File: config.mk
export PLATFORM = sky130hd
export DESIGN_NAME = iic_cfg_sequencer
export DESIGN_NICKNAME = d
export VERILOG_FILES = /design/src/rtl/iic_cfg_pkg.sv /design/src/rtl/iic_cfg_rom.sv /design/src/rtl/iic_cfg_sequencer.sv
export SDC_FILE = /design/constraint.sdc
export NUM_CORES = 1
export LEC_CHECK = 0
export CAP_MARGIN = 20
export CORE_AREA = 3 3 135 85
export CTS_CLUSTER_SIZE = 12
export DETAILED_ROUTE_END_ITERATION = 6
export DIE_AREA = 0 0 138 88
export PLACE_DENSITY = 0.68
export SLEW_MARGIN = 20
export SYNTH_ARGS = -nofsm -noshare
export SYNTH_HDL_FRONTEND = slang
export SYNTH_HIERARCHICAL = 1
export SYNTH_SLANG_ARGS = --single-unit
File: constraint.sdc
create_clock -name clk_8m -period 4.7 [get_ports clk_8m]
set_clock_uncertainty 0.15 [all_clocks]
set_input_delay 0.94 -clock clk_8m [delete_from_list [all_inputs] [get_ports clk_8m]]
set_output_delay 0.94 -clock clk_8m [all_outputs]
set_load 0.01 [all_outputs]
File: src/rtl/iic_cfg_pkg.sv
// Shared types for the I2C configuration sequencer.
//   cfg_state_e : sequencer FSM states (table path, then manual path)
//   cfg_entry_t : one initialisation table entry {dev, reg_addr, data}
//   END_MARK    : device address that terminates the table
// Optional feature macro used by the sequencer: IIC_CFG_READBACK_EN.
package iic_cfg_pkg;

    typedef enum logic [3:0] {
        ST_IDLE  = 4'd0,
        ST_LOAD  = 4'd1,
        ST_REQ   = 4'd2,
        ST_WAIT  = 4'd3,
        ST_CHECK = 4'd4,
        ST_NEXT  = 4'd5,
        ST_DONE  = 4'd6,
        ST_MLOAD = 4'd7,
        ST_MREQ  = 4'd8,
        ST_MWAIT = 4'd9,
        ST_MCHK  = 4'd10
    } cfg_state_e;

    // "reg" is a keyword, so the register address field is reg_addr.
    typedef struct packed {
        logic [7:0]  dev;
        logic [15:0] reg_addr;
        logic [7:0]  data;
    } cfg_entry_t;

    localparam logic [7:0] END_MARK = 8'hFF;

endpackage

File: src/rtl/iic_cfg_rom.sv
// Register-initialisation table. Purely combinational: index -> entry.
// Any index beyond the populated entries returns END_MARK, which stops the run.
// Ports:
//   idx   : table index
//   entry : {dev, reg_addr, data} for that index
module iic_cfg_rom
    import iic_cfg_pkg::*;
#(
    parameter int TABLE_DEPTH = 16
) (
    input  logic [$clog2(TABLE_DEPTH)-1:0] idx,
    output cfg_entry_t                     entry
);

    always_comb begin
        entry = '{dev: END_MARK, reg_addr: 16'h0000, data: 8'h00};
        case (int'(idx))
            0:       entry = '{dev: 8'h50, reg_addr: 16'h0010, data: 8'h3C};
            1:       entry = '{dev: 8'h50, reg_addr: 16'h0020, data: 8'h5A};
            2:       entry = '{dev: 8'h52, reg_addr: 16'h0100, data: 8'hC3};
            default: entry = '{dev: END_MARK, reg_addr: 16'h0000, data: 8'h00};
        endcase
    end

endmodule

File: src/rtl/iic_cfg_sequencer.sv
// Sequencer/arbiter in front of iic_drive. After cfg_start it walks the
// initialisation table (iic_cfg_rom), one I2C write per entry with retry on
// error or timeout. When idle it serves single manual transactions.
//
// Optional feature: define IIC_CFG_READBACK_EN to follow every successful
// table write with a read of the same dev/reg; a data mismatch counts as an
// error and goes through the normal retry rules.
//
// Handshake to iic_drive: drv_start is a level held from REQ entry until the
// registered drv_busy is seen high; the transfer is complete when registered
// drv_busy returns low. drv_dev/reg/data/wr_rd are stable throughout.
// Manual side: man_req is a level held by the requester until the one-cycle
// man_ack; man_err/man_rd_data are valid in the ack cycle and held afterwards.
//
// Ports:
//   clk_8m, rst_n           : clock, asynchronous active-low reset
//   cfg_start               : pulse, starts a table run (ignored unless idle)
//   man_req/wr_rd/dev/reg/data : manual request and its fields
//   man_ack/man_rd_data/man_err : manual completion pulse and result
//   drv_start/wr_rd/dev/reg/data : request to iic_drive
//   drv_busy/err/rd_data    : status from iic_drive
//   cfg_busy/done/fail      : table run status (done/fail sticky)
//   fail_index              : table index of the entry that failed
//   state_dbg               : current FSM state
module iic_cfg_sequencer
    import iic_cfg_pkg::*;
#(
    parameter int TABLE_DEPTH = 16,
    parameter int MAX_RETRY   = 3,
    parameter int TIMEOUT_CYC = 65535
) (
    input  logic                           clk_8m,
    input  logic                           rst_n,
    input  logic                           cfg_start,
    input  logic                           man_req,
    input  logic                           man_wr_rd,
    input  logic [7:0]                     man_dev,
    input  logic [15:0]                    man_reg,
    input  logic [7:0]                     man_data,
    output logic                           man_ack,
    output logic [7:0]                     man_rd_data,
    output logic                           man_err,
    output logic                           drv_start,
    output logic                           drv_wr_rd,
    output logic [7:0]                     drv_dev,
    output logic [15:0]                    drv_reg,
    output logic [7:0]                     drv_data,
    input  logic                           drv_busy,
    input  logic                           drv_err,
    input  logic [7:0]                     drv_rd_data,
    output logic                           cfg_busy,
    output logic                           cfg_done,
    output logic                           cfg_fail,
    output logic [$clog2(TABLE_DEPTH)-1:0] fail_index,
    output cfg_state_e                     state_dbg
);

    localparam int IDX_W = $clog2(TABLE_DEPTH);
    // One extra bit so the index can reach TABLE_DEPTH and end the run.
    localparam int CNT_W = $clog2(TABLE_DEPTH + 1);
    localparam int RTY_W = (MAX_RETRY > 0) ? $clog2(MAX_RETRY + 1) : 1;
    localparam int TMO_W = $clog2(TIMEOUT_CYC + 1);

    cfg_state_e       state_q, state_d;
    logic             busy_q, err_q;
    logic [CNT_W-1:0] idx_q;
    logic [RTY_W-1:0] retry_q;
    logic [TMO_W-1:0] tmo_cnt_q;
    logic             tmo_flag_q;
    logic             in_xfer, tmo_hit, retry_left, chk_err;
    cfg_entry_t       rom_entry;
`ifdef IIC_CFG_READBACK_EN
    logic             rb_phase_q;   // 1 while the readback of the current entry is in flight
`endif

    iic_cfg_rom #(
        .TABLE_DEPTH(TABLE_DEPTH)
    ) u_rom (
        .idx   (idx_q[IDX_W-1:0]),
        .entry (rom_entry)
    );

    assign in_xfer    = (state_q == ST_REQ)  || (state_q == ST_WAIT) ||
                        (state_q == ST_MREQ) || (state_q == ST_MWAIT);
    assign tmo_hit    = in_xfer && (tmo_cnt_q == TMO_W'(TIMEOUT_CYC));
    assign retry_left = (retry_q < RTY_W'(MAX_RETRY));

    // tmo_flag_q remembers that REQ/WAIT was left because of the timeout.
`ifdef IIC_CFG_READBACK_EN
    assign chk_err = err_q | tmo_flag_q | (rb_phase_q & (drv_rd_data != drv_data));
`else
    assign chk_err = err_q | tmo_flag_q;
`endif

    // Pure state decodes: all drop together with the asynchronous reset.
    assign drv_start = (state_q == ST_REQ) || (state_q == ST_MREQ);
    assign man_ack   = (state_q == ST_MCHK);
    assign cfg_busy  = (state_q == ST_LOAD)  || (state_q == ST_REQ)  ||
                       (state_q == ST_WAIT)  || (state_q == ST_CHECK) ||
                       (state_q == ST_NEXT)  || (state_q == ST_DONE);
    assign state_dbg = state_q;

    always_comb begin
        state_d = state_q;
        case (state_q)
            ST_IDLE: begin
                // A table run wins; a pending man_req is served afterwards.
                if (cfg_start)    state_d = ST_LOAD;
                else if (man_req) state_d = ST_MLOAD;
            end
            ST_LOAD: begin
                if (rom_entry.dev == END_MARK || idx_q == CNT_W'(TABLE_DEPTH))
                    state_d = ST_DONE;
                else
                    state_d = ST_REQ;
            end
            ST_REQ: begin
                if (busy_q)       state_d = ST_WAIT;
                else if (tmo_hit) state_d = ST_CHECK;
            end
            ST_WAIT: begin
                if (!busy_q || tmo_hit) state_d = ST_CHECK;
            end
            ST_CHECK: begin
                if (chk_err) begin
                    state_d = retry_left ? ST_REQ : ST_IDLE;
                end else begin
`ifdef IIC_CFG_READBACK_EN
                    state_d = rb_phase_q ? ST_NEXT : ST_REQ;
`else
                    state_d = ST_NEXT;
`endif
                end
            end
            ST_NEXT:  state_d = ST_LOAD;
            ST_DONE:  state_d = ST_IDLE;
            ST_MLOAD: state_d = ST_MREQ;
            ST_MREQ: begin
                if (busy_q)       state_d = ST_MWAIT;
                else if (tmo_hit) state_d = ST_MCHK;
            end
            ST_MWAIT: begin
                if (!busy_q || tmo_hit) state_d = ST_MCHK;
            end
            ST_MCHK:  state_d = ST_IDLE;
            default:  state_d = ST_IDLE;
        endcase
    end

    always_ff @(posedge clk_8m or negedge rst_n) begin
        if (!rst_n) begin
            state_q     <= ST_IDLE;
            busy_q      <= 1'b0;
            err_q       <= 1'b0;
            idx_q       <= '0;
            retry_q     <= '0;
            tmo_cnt_q   <= '0;
            tmo_flag_q  <= 1'b0;
            drv_wr_rd   <= 1'b0;
            drv_dev     <= '0;
            drv_reg     <= '0;
            drv_data    <= '0;
            cfg_done    <= 1'b0;
            cfg_fail    <= 1'b0;
            fail_index  <= '0;
            man_err     <= 1'b0;
            man_rd_data <= '0;
`ifdef IIC_CFG_READBACK_EN
            rb_phase_q  <= 1'b0;
`endif
        end else begin
            state_q    <= state_d;
            busy_q     <= drv_busy;
            err_q      <= drv_err;
            tmo_flag_q <= tmo_hit;

            // Restarts on every state change, so it is fresh on entry to REQ and WAIT.
            if (state_d != state_q)
                tmo_cnt_q <= '0;
            else if (in_xfer)
                tmo_cnt_q <= tmo_cnt_q + TMO_W'(1);

            case (state_q)
                ST_IDLE: begin
                    if (cfg_start) begin
                        cfg_done   <= 1'b0;
                        cfg_fail   <= 1'b0;
                        idx_q      <= '0;
                        retry_q    <= '0;
`ifdef IIC_CFG_READBACK_EN
                        rb_phase_q <= 1'b0;
`endif
                    end
                end
                ST_LOAD: begin
                    if (state_d == ST_REQ) begin
                        drv_wr_rd <= 1'b0;
                        drv_dev   <= rom_entry.dev;
                        drv_reg   <= rom_entry.reg_addr;
                        drv_data  <= rom_entry.data;
                    end
                end
                ST_CHECK: begin
                    if (chk_err) begin
                        if (retry_left) begin
                            // A retry always restarts the entry with its write.
                            retry_q    <= retry_q + RTY_W'(1);
                            drv_wr_rd  <= 1'b0;
`ifdef IIC_CFG_READBACK_EN
                            rb_phase_q <= 1'b0;
`endif
                        end else begin
                            cfg_fail   <= 1'b1;
                            fail_index <= idx_q[IDX_W-1:0];
                        end
                    end
`ifdef IIC_CFG_READBACK_EN
                    else if (!rb_phase_q) begin
                        rb_phase_q <= 1'b1;
                        drv_wr_rd  <= 1'b1;
                    end
`endif
                end
                ST_NEXT: begin
                    idx_q      <= idx_q + CNT_W'(1);
                    retry_q    <= '0;
`ifdef IIC_CFG_READBACK_EN
                    rb_phase_q <= 1'b0;
`endif
                end
                ST_DONE: cfg_done <= 1'b1;
                ST_MLOAD: begin
                    drv_wr_rd <= man_wr_rd;
                    drv_dev   <= man_dev;
                    drv_reg   <= man_reg;
                    drv_data  <= man_data;
                end
                ST_MREQ, ST_MWAIT: begin
                    // Result is latched on the way into MCHK so it is valid with man_ack.
                    if (state_d == ST_MCHK) begin
                        man_err     <= err_q | tmo_hit;
                        man_rd_data <= drv_rd_data;
                    end
                end
                default: ;
            endcase
        end
    end

endmodule

==> metrics <==
HP Start drv_dev[3]; crit path DAT 2.07 ns; Pre-antenna DRT Iters 5; Critical Path Start state_dbg[0]; clock transition at the registers of the reported paths about 0.060 ns; cells after synthesis 451; clock sinks 78; Inserted Diodes 0; DRC viols 0; status completed; core box area about 10000 um^2; asr flop ratio synth 100.0%; post-cts sizing count 0; WL per Instance 16.09 um; Crit. End Element output port; CP Launch Type flop; fin crit period 3.164 ns; Post-Syn Area 4108 um^2; sequential share of the synthesized area 47.52%; Cell variety after synth 53; LEAKAGE around 0.0023 uW; Num CTS Buffers 9; Slew HR about a third; top post-synthesis cells by area dfrtp_1 48%, nand2_1 7.7%, buf_4 4.6%; largest net degree at the start of global routing roughly 80; flip-flop and latch area 1952 um^2; ANT nets after route 0; # IOs slightly above 100; clk_lat worst skew 0.34 ns; most common cell in the netlist nand2_1; clk buf depth 2; crit path max fanout 21; period utilisation layout approximately two thirds; starting density of the core between 30% and 40%; # Max-Cap Violations 0; area taken by multi-input logic gates 1899 um^2; Row Count 29; Net Sw Frac 37.88%; Hold-fix buffers, CTS 0; clk root buf clkbuf_16; worst-margin pin slew 0.9946 ns; EDFF count, synth 0; Final Core Density 52.17%; top cell type's share of synthesized area 47.52%; share of power burned in registers 32.1%; Internal Power 2155 uW; predominant post-synthesis flop cell dfrtp_1; nets ~580; Setup TNS Final 0 ns; grt ovf 0; yosys synthesis warning count 6; CTS tree done; via/cell ratio ~5.2; 1st-iter DRT viols 274; fraction of layout cells with a size suffix above 1 7.850%; worst endpoint required time 3.61 ns; global-route wire length before repair 17820 um; Yosys top cell by area dfrtp_1; Die H 88 um; Post-CTS Repair Setup Buffers 0; Net Switching 1314 uW; vias in the first global route 3405; Slew Viols, Final 0; worst hold path class flop to flop; Post-synth top cells 84 x nand2_1, 78 x dfrtp_1, 49 x nor2_1; initial antenna violation count 0; # fillers 954; Comb pwr share 44.9%; RSZ-0062 raised after global routing no; clock network fraction of design power 23.0%; DR vias 3512; Crit Reg-Reg Startpoint state_dbg[2]; pwr dens roughly 640 nW/um^2; Area growth syn-to-layout 31.80%; flops & latches, synth 78; DIE AREA approximately 12000 um^2; DP HPWL between 7000 and 8000 um; number of port buffers 101; width of the die between 100 and 150 um; Total GRT Usage a little under a fifth; syn avg cell area approximately 9.1 um^2; Final Wtd Congestion around 0.93; final hold viol count 0; # setup viols final 0; total power 3469 uW; Fmax achieved 316.0 MHz; VDD IR-drop max around 0.00033 V; Setup Crit Path Kind flop to output port; DRT Wirelength 10850 um; CTS H-tree depth 3
-- kinds of logic (layout without fill, tap and decap cells) --
group,after synthesis,count (layout),synth area share (%)
AND/OR/NAND/NOR,210,210,23.91
adder cells (fa/ha/maj),4,4,1.218
multiplexers,14,14,3.807
other,2,15,0.1828
flip-flops,78,78,47.52
AO/OA/AOI/OAI,72,72,12.06
buffers and inverters,54,125,7.493
XOR/XNOR,17,17,3.808
-- worst max-delay path, stage by stage (launching register included) --
cell and delay (ns):
dfrtp_1 0.76, inv_1 0.24, nand2_1 0.20, nor2_1 0.06, clkdlybuf4s50_1 0.47
-- path summary, 6_finish.rpt --
| path | end | slack [ns] | cells past startpoint |
|---|---|---|---|
| max | man_ack | 1.54 | 4 |
| min | drv_dev[3] | 0.34 | 2 |
| max reg2reg | tmo_cnt_q[7] | 1.59 | 6 |
| min reg2reg | drv_dev[3] | 0.34 | 2 |
| max in group asynchronous | err_q | 3.42 | 1 |
| min in group asynchronous | drv_reg[0] | 0.48 | 1 |
-- layer usage --
layer,vias up,GRT usage (%),part of all wire (%),wire length [um]
met1,1698,26.23,47,5112
li1,1686,-,-,-
met4,0,5.202,1.4,154
met2,114,26.46,44,4721
met3,14,6.110,7.9,857
met5,-,0,0,0
-- power by group through the flow --
stage	Combinational [uW]	Clock, uW	Sequential (uW)
finish	1560	800	1110
global route	1720	848	1150
CTS	1570	816	1110
detailed placement	1560	0	1110
global placement	1520	0	1100
floorplan	923	0	1120
-- cell type report --
class                   count  share of cell area (%)
well taps                 139                   3.212
clock buffers              11                   4.299
repair buffers            103                   18.97
multi-input cells         332                   35.08
clock inverters             5                   1.964
inverters                   6                  0.4160
flip-flops and latches     78                   36.05
-- metrics by stage --
stage / hold slack, ns / instance area (um^2) / cells / setup WS (ns)
finish: 0.3422 / 5414 / 674 / 1.536
global route: 0.3563 / 5414 / 674 / 1.324
CTS: 0.3426 / 5410 / 674 / 1.554
detailed placement: 0.3183 / 5071 / 658 / 1.266
global placement: 0.3083 / 5071 / 658 / 1.378
floorplan: 0.2953 / 4156 / 464 / 2.123
-- cells in the final DEF, fill, tap and decap left out, types with 2 or more instances in the layout --
cell,count
clkbuf_16,9
nand3_1,12
xor2_1,7
o21ai_0,13
a22oi_1,6
clkdlybuf4s50_1,100
and2_1,4
nor2_1,49
nand4_1,8
nand2b_1,3
dfrtp_1,78
nor3b_1,2
a31oi_1,27
buf_4,2
o21a_1,3
nand2_1,84
o31ai_1,2
nand3b_1,2
nor4_1,6
nor2b_1,8
clkbuf_1,2
o32ai_1,2
a22o_1,2
conb_1,15
xnor2_1,9
a21oi_1,7
ha_1,4
and3_1,2
a311o_1,2
inv_1,5
bufinv_16,3
or4_1,2
nor3_1,17
or3_1,2
mux2_2,13
(Power assumes the default switching activity.)
==> RTL change 1, RTL diff (same flow settings) <==
Add a define of `IIC_CFG_READBACK_EN`.
--- a/src/rtl/iic_cfg_sequencer.sv
+++ b/src/rtl/iic_cfg_sequencer.sv
@@ -24,2 +24,4 @@
 //   state_dbg               : current FSM state
+`define IIC_CFG_READBACK_EN
+
 module iic_cfg_sequencer
Behaviour: not the same (a bounded check fails within 10 cycles, from zero or initial values and one cycle with rst_n low).
==> RTL change 1 against the original RTL <==
Power shrank 4.9%; maximum frequency shrank 0.36%; via count fell by 4.4%; routed wire length shrank 1.8%; setup slack lost 11 ps; synthesized area rose by 4.9%; sequential cell count rose by 1; first-iteration DRC count is 38% lower; cell area increased by 2.6%.
==> RTL change 1: results (changes against the original RTL) <==
- Max stage delay on crit path: 600 ps (-160 ps)
- Post-synth cell types: 58 (+9.4%)
- # nets final: 563 (-3.1%)
- Flop2flop setup slack: 1560 ps (-30 ps)
- Met2 wire len: 4.59 mm (-2.9%)
- Total GRT Usage: 18.5% (+0.25 points)
- Syn Inst Count: 431 (-4.4%)
- Synth Area in Compound Gates: 10.8% (-1.2 points)
- Dpl cells: 640 (-2.7%)
- FF-to-FF End: drv_wr_rd
- Relative slew slack: 33.3% (-0.37 points)
- Crit path capture: cfg_busy
- Routability cong.: 0.783 (-16%)
- Worst R2R Path Depth: 7 (+1)
- Wirelength per Cell: 16.2 um (+0.85%)
- Pleak: 2.51 nW (+8.5%)
- Largest net degree at the start of global routing: 80 (+1.3%)
- Largest vdd supply drop: 0.255 mV (-22%)
- Placement Setup Slack: 1530 ps (+264 ps)
- Internal Power: 2.09 mW (-3.1%)
- Logic power comb: 1.45 mW (-7%)
- Seq/Total Area, Yosys: 45.9% (-1.7 points)
- Placed cell areas: 5240 um^2 (+3.4%)
- Vias in the first global route: 3369 (-1.1%)
- Met1 Wirelength: 5.34 mm (+4.4%)
- Post-Synth XOR/XNOR Area: 5.28% (+1.5 points)
- WL final: 10.6 mm (-1.8%)
- Global-route wire length before repair: 17.9 mm (+0.51%)
- Overall power: 3.30 mW (-4.9%)
- Commonest cells in the netlist: 79 x dfrtp_1, 52 x nor2_1, 41 x a21oi_1, 33 x mux2i_1, 29 x buf_4
- Status: finished, final reports clean
- Share of layout cells above drive strength 1: 9.86% (+2.0 points)
- Post-synthesis adder-cell area fraction: 1.16% (-0.057 points)
- Length of the first detailed-routing pass in iterations: 4 (-1)
- Dpl hpwl: 7.61 mm (+0.58%)
## RTL change 1: critical path: cells and delay by family, from the launching register on
kind | cells | cell delay (ps)
flip-flops | 1 | 600
AND/OR/NAND/NOR | 1 | 310
buffers and inverters | 1 | 580
AO/OA/AOI/OAI | 1 | 260
## RTL change 1: worst min path at each step
stage	from	to	slack [ps]	depth (start not counted)
2_1_floorplan	idx_q[4]	idx_q[4]	300	1
3_3_place_gp	idx_q[4]	idx_q[4]	320	1
3_5_place_dp	man_err	man_err	320	2
4_1_cts	man_err	man_err	330	2
5_1_grt	idx_q[4]	idx_q[4]	370	1
6_report	man_err	man_err	330	2
## RTL change 1: cell type report
cell class              instances  area, um^2
well taps                     139         174
inverters                      13        48.8
fillers                       932        4820
multi-input cells             307        2030
clock inverters                 6        67.6
clock buffers                  10         239
repair buffers                102        1020
flip-flops and latches         79        1980
## RTL change 1: metal layers
metal  up-vias  track usage (%)
met5         -                0
met4         0             4.84
met3        11             5.07
met2        96             28.5
met1      1628             26.1
li1       1624                -
==> RTL change 2, RTL diff (same settings) <==
Made on the original files. One comparison of `idx_q` changes from == to >=.
--- a/src/rtl/iic_cfg_sequencer.sv
+++ b/src/rtl/iic_cfg_sequencer.sv
@@ -111,3 +111,3 @@
             ST_LOAD: begin
-                if (rom_entry.dev == END_MARK || idx_q == CNT_W'(TABLE_DEPTH))
+                if (rom_entry.dev == END_MARK || idx_q >= CNT_W'(TABLE_DEPTH))
                     state_d = ST_DONE;
Check against the original RTL: no difference found for any inputs over 10 cycles, from zero or initial values and one cycle with rst_n low; that may be too few to reach the edited logic, so the function may still have changed.
==> RTL change 2 against the original RTL <==
Sequential cell count did not move; cell area fell by 1.9%; final cell count fell by 1.9%; setup slack got worse by 320 ps; routed wire length fell by 9.7%; count of clock-buffer cells in the layout did not move; power fell by 8.0%; combinational power fell by 7%; sequential share of layout area rose by 0.70 points; synthesized area fell by 1.4%; hold slack got worse by 1.4 ps; non-clock buffer count rose by 1; critical endpoint is now drv_start; largest cell class unchanged; highest routed layer unchanged.
==> RTL change 2: results (changes against the original RTL) <==
- Critical path fanouts, max: 21 (unchanged)
- Post-CTS Setup Inserts: 0 (unchanged)
- CTS Buf Count: 9 (unchanged)
- Initial antenna violation count: 0 (unchanged)
- Hold path start: idx_q[4]
- Max stage delay on crit path: 810 ps (+50 ps)
- Wirelength per Cell: 14.8 um (-8.0%)
- Critical path startpoint: state_dbg[1]
- Dpl cells: 646 (-1.8%)
- Seq/Total Area, Yosys: 48.2% (+0.69 points)
- Async SR Flop Fraction: 100% (unchanged)
- # nets final: 568 (-2.2%)
- Slowest CP cell: dfrtp_1
- Placement Setup Slack: 1170 ps (-95.0 ps)
- Initial DRC count: 269 (-1.8%)
- Antenna fix cells: 0 (unchanged)
- Relative slew slack: 51.6% (+18 points)
- Vias in the first global route: 3170 (-6.9%)
- Setup TNS Final: 0 ps (unchanged)
- Status: finished, final reports clean
- Share of layout cells above drive strength 1: 8.24% (+0.39 points)
- WL final: 9.79 mm (-9.7%)
- DR DRC count: 0 (unchanged)
- Commonest cells in the netlist: 78 x dfrtp_1, 75 x nand2_1, 54 x nor2_1, 28 x buf_4, 25 x a31oi_1
- Largest vdd supply drop: 0.232 mV (-29%)
- Total GRT Usage: 16.6% (-1.7 points)
- Length of the first detailed-routing pass in iterations: 5 (unchanged)
- Pleak: 2.30 nW (-0.57%)
- Routed vias: 3395 (-3.3%)
- Global-route wire length before repair: 16.3 mm (-8.8%)
- Synth Flop Type: dfrtp_1
- Syn Inst Count: 438 (-2.9%)
- CTS tree: built
- Dpl hpwl: 6.83 mm (-9.6%)
- Critical Path AT: 2390 ps (+320 ps)
- Placed cell areas: 5020 um^2 (-1.1%)
- Routability cong.: 0.865 (-7.3%)
- Synth top area cells: dfrtp_1 48%, nand2_1 7.0%, buf_4 5.2%, nor2_1 5.0%, a31oi_1 3.9%
-- RTL change 2: changes by cell type after synthesis, sizes merged, moves of 4 or more --
cell / delta
nand2: -9
nor4: -4
nor2: +5
nor2b: -6
nand3: +7
-- RTL change 2: cells by family (layout without fill, tap and decap cells) --
family          count (synthesis)  in the layout  synth area share [%]
other cells                     2             15                 0.185
compound gates                 67             67                  11.3
simple gates                  203            203                  24.0
xor+xnor                       18             18                  3.89
flops                          78             78                  48.2
buf+inv                        53            124                  7.63
mux                            14             14                  3.86
fa+ha+maj                       3              3                 0.927
-- RTL change 2: metal layers --
metal,routed length [um],global-route usage (%),vias up
met3,565,5.02,8
li1,-,-,1654
met5,0,0,-
met2,4390,24.6,96
met1,4710,23.5,1637
met4,115,4.93,0
-- RTL change 2: cell type report --
class,instances,area [um^2]
Multi-Input combinational cell,320,1850
Sequential cell,78,1950
Clock inverter,4,48.8
Tap cell,139,174
Inverter,5,18.8
Timing Repair Buffer,104,1030
Fill cell,962,5070
Clock buffer,11,233
-- RTL change 2: path summary, 6_finish.rpt --
kind	end	slack (ps)	cells past startpoint
setup / recovery	drv_start	1220	4
hold / removal	idx_q[4]	340	1
setup reg to reg	tmo_cnt_q[0]	1880	6
hold reg to reg	idx_q[4]	340	1
max in group asynchronous	tmo_cnt_q[10]	3430	1
min in group asynchronous	man_rd_data[1]	490	1
-- RTL change 2: report_power, final --
part	leakage, nW	switching (mW)	internal, mW	total, mW
Sequential	1.03	0.198	0.875	1.07
Combinational	1.13	0.759	0.693	1.45
Clock	0.139	0.260	0.407	0.667
Total	2.30	1.22	1.98	3.19
